**src/rtl/wb_port_arbiter.sv**
```systemverilog
// Two-requester register-file write-port arbiter with registered write outputs.
// Build option WB_ARB_RR_EN: round-robin tie-break; undefined gives fixed A priority.
module wb_port_arbiter #(
    parameter int unsigned DW = 32,
    parameter int unsigned AW = 5
) (
    input  logic          clk,
    input  logic          rst,
    input  logic          stall,
    input  logic          a_valid,
    input  logic [AW-1:0] a_addr,
    input  logic [DW-1:0] a_data,
    output logic          a_ready,
    input  logic          b_valid,
    input  logic [AW-1:0] b_addr,
    input  logic [DW-1:0] b_data,
    output logic          b_ready,
    output logic          wr_en,
    output logic [AW-1:0] wr_addr,
    output logic [DW-1:0] wr_data,
    output logic          sel
);

    typedef enum logic {
        REQ_A = 1'b0,
        REQ_B = 1'b1
    } req_e;

    req_e          last_q;
    req_e          last_d;
    logic          grant_a;
    logic          grant_b;
    logic          tie_to_b;
    logic [AW-1:0] win_addr;
    logic [DW-1:0] win_data;

    // Tie resolution; the fixed-priority build still tracks last but never consults it.
    always_comb begin
        tie_to_b = 1'b0;
`ifdef WB_ARB_RR_EN
        tie_to_b = (last_q == REQ_A);
`endif
    end

    always_comb begin
        grant_a = 1'b0;
        grant_b = 1'b0;
        last_d  = last_q;
        if (!rst && !stall) begin
            if (a_valid && b_valid) begin
                grant_a = !tie_to_b;
                grant_b = tie_to_b;
            end else begin
                grant_a = a_valid;
                grant_b = b_valid;
            end
        end
        if (grant_a) begin
            last_d = REQ_A;
        end else if (grant_b) begin
            last_d = REQ_B;
        end
    end

    assign a_ready  = grant_a;
    assign b_ready  = grant_b;
    assign win_addr = grant_b ? b_addr : a_addr;
    assign win_data = grant_b ? b_data : a_data;

    always_ff @(posedge clk) begin
        if (rst) begin
            last_q  <= REQ_B;
            wr_en   <= 1'b0;
            wr_addr <= '0;
            wr_data <= '0;
            sel     <= 1'b0;
        end else begin
            last_q <= last_d;
            wr_en  <= 1'b0;
            if (grant_a || grant_b) begin
                // Writes to register 0 are consumed without a strobe.
                wr_en   <= |win_addr;
                wr_addr <= win_addr;
                wr_data <= win_data;
                sel     <= grant_b;
            end
        end
    end

endmodule

```
**config.mk**
```make
export PLATFORM = sky130hd
export DESIGN_NAME = wb_port_arbiter
export DESIGN_NICKNAME = d
export VERILOG_FILES = /design/src/rtl/wb_port_arbiter.sv
export SDC_FILE = /design/constraint.sdc
export NUM_CORES = 1
export LEC_CHECK = 0
export BUFFER_PORTS_ARGS = -buffer_cell sky130_fd_sc_hd__buf_2
export CORE_ASPECT_RATIO = 1.5
export CORE_MARGIN = 4
export CORE_UTILIZATION = 25
export CTS_CLUSTER_SIZE = 28
export DETAILED_ROUTE_END_ITERATION = 8
export PLACE_DENSITY = 0.59
export SLEW_MARGIN = 10
export SYNTH_ARGS = -nofsm -noshare
export SYNTH_HDL_FRONTEND = slang
export SYNTH_SLANG_ARGS = --single-unit
```
**constraint.sdc**
```tcl
create_clock -name clk -period 1.2 [get_ports clk]
set_input_delay 0.06 -clock clk [delete_from_list [all_inputs] [get_ports clk]]
set_output_delay 0.06 -clock clk [all_outputs]
set_load 0.02 [all_outputs]
```
== Word level (Yosys, flattened, before mapping) ==
Index checks and enable logic that the tools add are counted.

* Input port bits: 79
* Word-level logic and storage cells: 18
* Output and inout bits: 41
* Flip-flop bits (word level): 39

* Muxes and demuxes: 6
* Reductions and logical operators: 7
* Bitwise logic cells: 1

{| class="wikitable"
|+ Operators by type and width
! cell !! number
|-
| 32-bit two-way mux || 1
|-
| 5-bit two-way mux || 1
|-
| 5-bit OR reduction || 1
|-
| 1-bit two-way mux || 4
|-
| 1-bit logical AND || 2
|-
| 1-bit zero test || 2
|-
| 2-bit OR reduction || 1
|-
| 1-bit logical OR || 1
|-
| 1-bit inverter || 1
|}

== Depth between registers and ports, before layout ==
Gate-level depths: netlist (run 1).

* Word-level depth: 6
* Gate-level depth with buffers: 5
* Mapped depth without buffers: 3

== Worst setup path before layout (run 1) ==
Ideal clock, no wire load.

* Path type: input-to-reg
* Start: input stall
* End: register wr_addr[0]
* Library setup time: 138 ps
* Stages: 5
* Arrival: 1042 ps
* Buffers on the path: 2
* Path slack: 20 ps
* Cells stage by stage: or4b_1 buf_2 buf_6 a22oi_2 a211oi_1

* Cells in the longest elaborated chain, start to end: 4

{| class="wikitable"
|+ Ends and longest elaborated chain
! element !! RTL line !! source
|-
| start, declared || 9 || <nowiki>input logic stall,</nowiki>
|-
| 1-bit zero test * || 49 || <nowiki>if (!rst && !stall) begin</nowiki>
|-
| 1-bit logical AND * || 49 ||
|-
| 1-bit two-way mux || 49 ||
|-
| 5-bit two-way mux / 1-bit logical OR (equally long branches) || 67, 80 ||
|-
| end signal, assigned || 83 || <nowiki>wr_addr <= win_addr;</nowiki>
|-
| end, declared || 19 || <nowiki>output logic [AW-1:0] wr_addr,</nowiki>
|}

Every way passes the cells marked *; elsewhere a longest branch is shown, timed or not.
A chain may end at the register's enable or synchronous reset.

== Final worst setup path (run 1) ==
* Start: input stall
* End: output b_ready

* Cells in the longest elaborated chain, start to end: 3

{| class="wikitable"
|+ Ends and longest elaborated chain
! element !! RTL line !! source
|-
| 1-bit zero test || 49 ||
|-
| 1-bit logical AND || 49 ||
|-
| 1-bit two-way mux || 49 ||
|-
| end, declared || 17 || <nowiki>output logic b_ready,</nowiki>
|}

No other way between the ends.

==> results of run 1 <==
[worst max-delay path by stage]
| stage | startpoint | to |
|---|---|---|
| global placement | stall | wr_data[3] |
| detailed placement | stall | wr_data[3] |
| global route | stall | wr_data[5] |
| floorplan | stall | wr_addr[0] |
| CTS | stall | b_ready |
| finish | stall | b_ready |
[state kept, by name, summed over array words and instances, names as in the netlist]
signal   count
sel          1
wr_en        1
wr_addr      5
wr_data     32
[logic make-up after synthesis]
logic type	synth area share (%)
buffers and inverters	7.92
and+or+nand+nor	3.29
AOI/OAI and AO/OA	48.6
DFF	40.2
[stage by stage]
step	setup WS [ns]	setup TNS, ns
after floorplan	0.0204	0
after global placement	-0.299	-10.54
after detailed placement	-0.305	-10.90
after CTS	0.00757	0
after global routing	-0.00953	-0.00953
final	0.0404	0
[area by class of cell]
class                   instances  area (um2)
clock buffers                   8         156
multi-input cells             124        1030
fillers                       817        4670
repair buffers                139         850
inverters                       1        3.75
flip-flops and latches         39         781
well taps                     102         128
[power breakdown]
part	total, mW	switching [mW]	internal, mW
Combinational	0.784	0.426	0.357
Sequential	1.42	0.0416	1.38
Clock	1.39	0.503	0.885
Total	3.59	0.971	2.62
[layer usage]
| metal | track usage (%) | share of wire [%] | wire, um | up-vias |
|---|---|---|---|---|
| li1 | - | - | - | 990 |
| met1 | 18.1 | 41 | 2720 | 921 |
| met2 | 24.6 | 53 | 3510 | 59 |
| met3 | 2.18 | 4.7 | 310 | 4 |
| met4 | 4.74 | 1.2 | 81 | 0 |
| met5 | 0 | 0 | 0 | - |
[cell usage in the layout, fill, tap and decap left out, types with 2 or more instances in the layout]
cell type  netlist  routed
a211oi_1        37      37
a21oi_1         37      37
a22oi_2         37      37
and2_1           2       2
buf_12           0       4
buf_2            9     119
buf_4            4      13
bufbuf_16        0       2
clkbuf_16        0       5
clkbuf_8         0       2
dfxtp_1         39      39
o21ai_0          2       2
or4_1            2       2
[worst min-delay path, delay by kind of cell]
family,cells,cell delay [ns]
compound gates,2,0.15
buf+inv,1,0.10
[repair_timing]
| item | in CTS | in global routing |
|---|---|---|
| gates cloned | 2 | 0 |
| buffers inserted | 0 | 4 |
| resized for setup | 1 | 1 |
| endpoints found under the setup margin | 3 | 4 |
| hold endpoints to repair | 0 | 0 |
==> flow_metrics.py, run 1 <==
metrics = {
    "run_status": {
        "status": "finished clean",
    },
    "worst_setup_path": {
        "critPathCaptureType": "output pin",
        "crit_type": "in2out",
        "r2r_slack_ns": 0.48,
        "cpPeakStageDelay_ns": 0.58,
        "r2r_start": "wr_data[11]",
        "cp_slowest_cell": "or4b_4",
        "cpMostUsedCell": "buf_2",
        "cp_max_fo": 6,
        "cp_num_cells": 5,
        "crit_family": "simple AND/OR/NAND/NOR gates",
        "reg2reg_to": "wr_data[11]",
        "cp.required_ns": 1.14,
        "worst_ep_arrival_time_ns": 1.10,
        "worstPathCellList": "buf_2 > or4b_4 > buf_12 > inv_1 > buf_2",
        "crit_buf_inv": 4,
        "cp-start-kind": "input pin",
        "rr_worst_depth": 2,
    },
    "clocking": {
        "clk_pin_slew_ns": 0.06,
        "postCtsHoldBufs": 0,
        "cts_tree": "yes",
        "cts.path.max_buffers": 2,
        "clk_latency_ns": 0.27,
        "cts.sinks": 39,
        "ctsHtreeMaxLevel": 2,
        "cts_buffers": 5,
        "cts_root_buffer": "clkbuf_16",
    },
    "floorplanning": {
        "die_h_um": 116,
        "die_x_um": 80.0,
        "coreArea_mm2": 0.00761,
        "ios": 120,
        "std_cell_rows": 39,
        "floorplan.die_area_mm2": 0.00927,
        "start_util_pct": 25.5,
    },
    "timing": {
        "max_freq_mhz": 862,
        "period_share_pct": 96.6,
        "fin_worst_skew_ns": 0,
        "hold_ws_ns": 0.0659,
        "post-route-min-period_ns": 1.16,
        "tightestPinTransition_ns": 0.327,
        "rsz0062_at_grt": "true",
        "slew_violations": 0,
        "slew_headroom_pct": 78.2,
        "setup_violations": 0,
        "finalHoldViolations": 0,
    },
    "global_route": {
        "overflow": 0,
        "antenna_found_initial": 0,
        "gr-usage-all-layers_pct": 14.3,
        "grt_pass1_vias": 1968,
        "grt_max_degree": 40,
        "grt_pass1_wl_mm": 10.2,
    },
    "place": {
        "io_buffers": 119,
        "numPlacedInstances": 399,
        "gp_congestion": 0.726,
        "placed_area_mm2": 0.00269,
        "dp_hpwl_mm": 4.45,
    },
    "yosys": {
        "synthesis.nets": 268,
        "ys_types": 18,
        "synth_area_leaders": "dfxtp_1, a22oi_2, a211oi_1, a21oi_1, buf_2",
        "synth_area_mm2": 0.00194,
        "synth-seq-cells": 39,
        "yosys.area.top_type": "dfxtp_1",
        "yosysMostFrequentCell": "dfxtp_1",
        "yosys-top-cells-count": "dfxtp_1, a211oi_1, a21oi_1, a22oi_2, buf_2",
        "syn-instance-count": 189,
        "synth_seq_area_share_pct": 40.2,
        "syn_area_per_cell_um2": 10.3,
        "synth_top_area_share_pct": 40.2,
        "yosysWarnings": 0,
        "synth_edf_count": 0,
        "yosys_most_used_dff": "dfxtp_1",
        "async_reset_ff_share_pct": 0,
    },
    "finish": {
        "finalInstanceArea_mm2": 0.00294,
        "layout-drive-gt1-share_pct": 59.8,
        "insertedDiodeCount": 0,
        "fin_util_pct": 38.7,
        "finalNonFillerCells": 413,
        "final_nets": 389,
        "synthToLayoutAreaGrowth_pct": 51.6,
    },
    "min_path": {
        "min_from": "a_addr[2]",
        "min_path_type": "in2reg",
        "hold_depth": 3,
        "hold_path_end": "wr_en",
    },
    "pwr": {
        "ir_drop_uv": 534,
        "p_leak_nw": 1.32,
        "total_power_mw": 3.59,
        "power_density_mw_per_mm2": 1220,
    },
    "route": {
        "num_vias": 1974,
        "drcViolationCount": 0,
        "routedWlPerCell_um": 16.0,
        "routed_via_density": 4.78,
        "drt_iter0_drc": 78,
        "routed_wl_mm": 6.63,
        "dr.pass1.iters": 4,
        "ant_nets": 0,
    },
    "run": {
        "timing.max_cap.violations": 0,
    },
}
No activity file was read; power rests on OpenSTA's default activity.
==> run 2, diff against run 1 <==
Settings changed: CELL_PAD_IN_SITES_DETAIL_PLACEMENT from default to 1, CELL_PAD_IN_SITES_GLOBAL_PLACEMENT from default to 2, CORE_UTILIZATION 25 to 21, PLACE_DENSITY 0.59 to 0.81.
==> flow_metrics.py, run 2 (same netlist as run 1, synthesis figures left out) <==
metrics = {
    "min_path": {
        "hold_depth": 3,
        "min_path_type": "in2reg",
        "min_from": "a_addr[2]",
        "hold_path_end": "wr_en",
    },
    "worst_setup_path": {
        "critPathCaptureType": "output pin",
        "cp-start-kind": "input pin",
        "r2r_start": "wr_data[1]",
        "rr_worst_depth": 2,
        "cp.required_ns": 1.14,
        "worst_ep_arrival_time_ns": 1.11,
        "cp_max_fo": 10,
        "crit_buf_inv": 4,
        "r2r_slack_ns": 0.49,
        "cpPeakStageDelay_ns": 0.58,
        "crit_type": "in2out",
        "reg2reg_to": "wr_data[1]",
        "cp_slowest_cell": "or4b_4",
        "crit_family": "simple AND/OR/NAND/NOR gates",
        "worstPathCellList": "buf_2 > or4b_4 > buf_12 > inv_1 > buf_4",
    },
    "floorplanning": {
        "start_util_pct": 21.7,
        "floorplan.die_area_mm2": 0.0109,
        "die_x_um": 86.5,
        "die_h_um": 126,
        "coreArea_mm2": 0.00893,
        "std_cell_rows": 42,
        "ios": 120,
    },
    "pwr": {
        "sw_frac_of_total_pct": 27.9,
        "total_power_mw": 3.62,
        "combPwrFrac_pct": 21.5,
        "power_density_mw_per_mm2": 1250,
        "intPower_mw": 2.61,
        "p_leak_nw": 1.28,
        "switchingPower_mw": 1.01,
        "p_clk_share_pct": 39.2,
        "ir_drop_uv": 520,
        "p_seq_share_pct": 39.3,
    },
    "finish": {
        "final_nets": 385,
        "mostFrequentLayoutCell": "buf_2",
        "layout-drive-gt1-share_pct": 59.6,
        "final_cell_mix": "buf_2, dfxtp_1, a22oi_2, a21oi_1, a211oi_1",
        "insertedDiodeCount": 0,
        "multiInputGateArea_mm2": 0.00103,
        "fill_cells": 1083,
        "synthToLayoutAreaGrowth_pct": 49.4,
        "finalInstanceArea_mm2": 0.00290,
        "seq_area_um2": 781,
        "regMostFlops": "wr_data",
        "largestRegisters": "wr_data: 32 flops, wr_addr: 5 flops",
        "largest_reg_flops": 32,
    },
    "place": {
        "gp_congestion": 0.689,
        "dp_hpwl_mm": 5.16,
        "io_buffers": 119,
        "placed_area_mm2": 0.00268,
    },
    "run": {
        "timing.max_cap.violations": 0,
    },
    "timing": {
        "rsz0062_at_grt": "false",
        "max_freq_mhz": 857,
        "post-route-min-period_ns": 1.17,
        "finalHoldViolations": 0,
        "setup_violations": 0,
        "tightestPinTransition_ns": 0.326,
        "period_share_pct": 97.3,
        "fin_worst_skew_ns": 0,
        "slew_violations": 0,
        "slew_headroom_pct": 78.3,
    },
    "clocking": {
        "cts.sinks": 39,
        "cts_tree": "yes",
        "cts_setup_buffers": 0,
        "cts.path.max_buffers": 2,
        "cts_buffers": 5,
        "clk_latency_ns": 0.28,
        "clk_pin_slew_ns": 0.06,
        "postCtsHoldBufs": 0,
        "ctsHtreeMaxLevel": 2,
        "cts_root_buffer": "clkbuf_16",
    },
    "global_route": {
        "grt_pass1_vias": 2131,
        "overflow": 0,
        "antenna_found_initial": 1,
        "grt_max_degree": 40,
        "gr-usage-all-layers_pct": 12.6,
        "grt_pass1_wl_mm": 10.9,
    },
    "route": {
        "drcViolationCount": 0,
        "routedWlPerCell_um": 16.5,
        "ant_nets": 0,
        "routed_wl_mm": 6.90,
        "routed_via_density": 4.85,
        "drt_iter0_drc": 59,
        "num_vias": 2024,
        "dr.pass1.iters": 4,
    },
    "run_status": {
        "status": "finished clean",
    },
}
==> run 2: changes by cell type in the layout (fill, tap and decap cells not counted), sizes merged <==
cell      change
clkbuf        -1
clkinvlp      +1
buf           -3
bufbuf        -1
==> run 2: metal layers <==
metal / up-vias / part of all wire (%) / global-route usage (%)
met4: 2 / 1.2 / 3.21
met1: 965 / 40 / 14.9
met2: 73 / 52 / 22.2
met5: - / 0.19 / 0
met3: 8 / 7.0 / 3.20
li1: 976 / - / -
==> run 2: stage by stage <==
| stage | instances | utilization (%) | setup WS (ns) | hold slack, ns | setup TNS [ns] |
|---|---|---|---|---|---|
| after floorplan | 189 | - | 0.0204 | 0.207 | 0 |
| after global placement | 408 | 30.0 | -0.321 | 0.355 | -11.53 |
| after detailed placement | 408 | 30.0 | -0.361 | 0.361 | -12.95 |
| after CTS | 417 | 32.4 | 0.0150 | 0.0706 | 0 |
| after global routing | 417 | 32.5 | 0.00359 | 0.0729 | 0 |
| final | 417 | 32.5 | 0.0328 | 0.0639 | 0 |
==> run 2: power by group through the flow <==
stage	combinational, mW	sequential (mW)	clock, mW
detailed placement	0.776	1.45	0
finish	0.778	1.42	1.42
global route	0.849	1.43	1.52
CTS	0.791	1.42	1.46
global placement	0.760	1.45	0
floorplan	0.325	1.55	0
==> run 2: area by class of cell <==
cell class / count / area share [%]
Timing Repair Buffer: 135 / 27.3
Clock inverter: 1 / 0.259
Tap cell: 110 / 4.75
Sequential cell: 39 / 26.9
Inverter: 1 / 0.129
Multi-Input combinational cell: 124 / 35.4
Clock buffer: 7 / 5.26
==> run 2: what timing repair did <==
action                                  in CTS  in global routing
endpoints found under the setup margin      39                  1
cloned                                       1                  0
resized for setup                            7                  1
pin swaps                                    1                  0
==> run 2: tightest hold or removal path, delay by kind of cell <==
family	cells	cell delay, ns
buffers and inverters	1	0.10
AO/OA/AOI/OAI	2	0.15
==> run 2: worst max-delay path by stage <==
| stage | start | to | slack, ns | cells after the start |
|---|---|---|---|---|
| after floorplan | stall | wr_addr[0] | 0.02 | 5 |
| after global placement | stall | wr_data[3] | -0.32 | 5 |
| after detailed placement | stall | wr_data[1] | -0.36 | 5 |
| after CTS | a_valid | b_ready | 0.02 | 5 |
| after global routing | a_valid | b_ready | 0.004 | 5 |
| final | a_valid | b_ready | 0.03 | 5 |
==> run 3, diff against run 2 <==
Settings changed: HOLD_SLACK_MARGIN from default to 0.1.
==> flow_metrics.py, run 3 (same netlist as run 1, synthesis figures left out) <==
metrics = {
    "pwr": {
        "power_density_mw_per_mm2": 1240,
        "p_leak_nw": 1.29,
        "ir_drop_uv": 519,
    },
    "finish": {
        "synthToLayoutAreaGrowth_pct": 50.4,
        "mostFrequentLayoutCell": "buf_2",
        "fin_util_pct": 32.7,
        "final_cell_mix": "buf_2, dfxtp_1, a22oi_2, a21oi_1, a211oi_1",
        "largest_reg_flops": 32,
        "layout-drive-gt1-share_pct": 59.2,
        "largestRegisters": "wr_data: 32 flops, wr_addr: 5 flops",
        "insertedDiodeCount": 0,
        "final_nets": 387,
        "seq_area_um2": 781,
        "fill_cells": 1081,
        "multiInputGateArea_mm2": 0.00103,
        "regMostFlops": "wr_data",
    },
    "floorplanning": {
        "die_x_um": 86.5,
        "std_cell_rows": 42,
        "ios": 120,
        "die_h_um": 126,
        "coreArea_mm2": 0.00893,
        "floorplan.die_area_mm2": 0.0109,
        "start_util_pct": 21.7,
    },
    "timing": {
        "setup_violations": 0,
        "slew_violations": 0,
        "finalHoldViolations": 0,
        "rsz0062_at_grt": "false",
        "post-route-min-period_ns": 1.17,
        "period_share_pct": 97.3,
        "fin_worst_skew_ns": 0,
        "max_freq_mhz": 857,
        "tightestPinTransition_ns": 0.326,
        "slew_headroom_pct": 78.3,
        "fin_ws_ns": 0.0328,
    },
    "worst_setup_path": {
        "startpoint": "a_valid",
        "rr_worst_depth": 2,
        "cp_max_fo": 10,
        "worst_ep_arrival_time_ns": 1.11,
        "cp-start-kind": "input pin",
        "crit_path_end": "b_ready",
        "critPathCaptureType": "output pin",
        "reg2reg_to": "wr_data[1]",
        "r2r_start": "wr_data[1]",
        "r2r_slack_ns": 0.48,
        "crit_type": "in2out",
        "cp.required_ns": 1.14,
    },
    "global_route": {
        "overflow": 0,
        "antenna_found_initial": 1,
        "grt_pass1_wl_mm": 11.0,
        "gr-usage-all-layers_pct": 12.6,
        "grt_max_degree": 40,
        "grt_pass1_vias": 2147,
    },
    "clocking": {
        "cts_buffers": 5,
        "cts.path.max_buffers": 2,
        "cts_setup_buffers": 0,
        "ctsHtreeMaxLevel": 2,
        "cts_root_buffer": "clkbuf_16",
        "clk_latency_ns": 0.28,
        "cts_tree": "yes",
        "cts.sinks": 39,
        "clk_pin_slew_ns": 0.06,
    },
    "route": {
        "dr.pass1.iters": 4,
        "drcViolationCount": 0,
        "ant_nets": 0,
        "routed_via_density": 4.86,
        "routed_wl_mm": 6.93,
        "routedWlPerCell_um": 16.5,
        "num_vias": 2036,
        "drt_iter0_drc": 65,
    },
    "place": {
        "dp_hpwl_mm": 5.16,
        "gp_congestion": 0.689,
        "dp_slack_ns": -0.361,
        "io_buffers": 119,
    },
    "run": {
        "timing.max_cap.violations": 0,
    },
    "min_path": {
        "min_path_type": "in2reg",
    },
    "run_status": {
        "status": "finished clean",
    },
}
-- run 3: changes by cell type in the layout (fill, tap and decap cells not counted), sizes merged --
| cell | delta |
|---|---|
| dlygate4sd3 | +2 |
-- run 3: layout make-up --
cell class	instances	share of cell area (%)
Clock buffer	7	5.23
Clock inverter	1	0.257
Sequential cell	39	26.7
Multi-Input combinational cell	124	35.1
Tap cell	110	4.71
Inverter	1	0.129
Timing Repair Buffer	137	27.8
-- run 3: per-stage QoR --
stage / area (um2) / hold WS [ns] / TNS (ns) / power [mW] / instances
floorplan: 1940 / 0.207 / 0 / 1.88 / 189
global route: 2920 / 0.139 / 0 / 3.80 / 419
finish: 2920 / 0.133 / 0 / 3.63 / 419
global placement: 2680 / 0.355 / -11.53 / 2.21 / 408
detailed placement: 2680 / 0.361 / -12.95 / 2.23 / 408
CTS: 2920 / 0.131 / 0 / 3.68 / 419
-- run 3: routing by layer --
metal  global-route usage (%)  vias to the layer above  part of all wire [%]
met3                     3.20                        8                   7.0
met1                     15.0                      973                    40
met2                     22.2                       73                    52
li1                         -                      980                     -
met5                        0                        -                  0.19
met4                     3.21                        2                   1.2
-- run 3: worst min-delay path by stage --
stage | startpoint | endpoint | slack, ns | depth (start not counted)
floorplan | a_valid | wr_en | 0.21 | 2
global placement | a_addr[2] | wr_en | 0.35 | 3
detailed placement | b_addr[2] | wr_en | 0.36 | 3
CTS | a_data[14] | wr_data[14] | 0.13 | 3
global route | a_data[30] | wr_data[30] | 0.14 | 3
finish | a_data[12] | wr_data[12] | 0.13 | 3
-- run 3: power breakdown --
part           total, mW  internal [mW]  leakage, nW  switching (mW)
logic              0.784          0.351        0.895           0.433
clock network       1.42          0.884       0.0761           0.535
registers           1.42           1.38        0.321          0.0416
total               3.63           2.62         1.29            1.01
-- run 3: repair_timing --
item / CTS / global route
cloned: 1 / 0
setup endpoints to repair: 39 / 1
hold buffers: 2 / 0
endpoints found under the hold margin: 1 / 0
gates resized for setup: 7 / 1
pin swaps: 1 / 0
-- run 3: worst max-delay path, stage by stage --
cell and delay (ns):
buf_2 0.11, or4b_4 0.58, buf_12 0.18, inv_1 0.05, buf_4 0.13
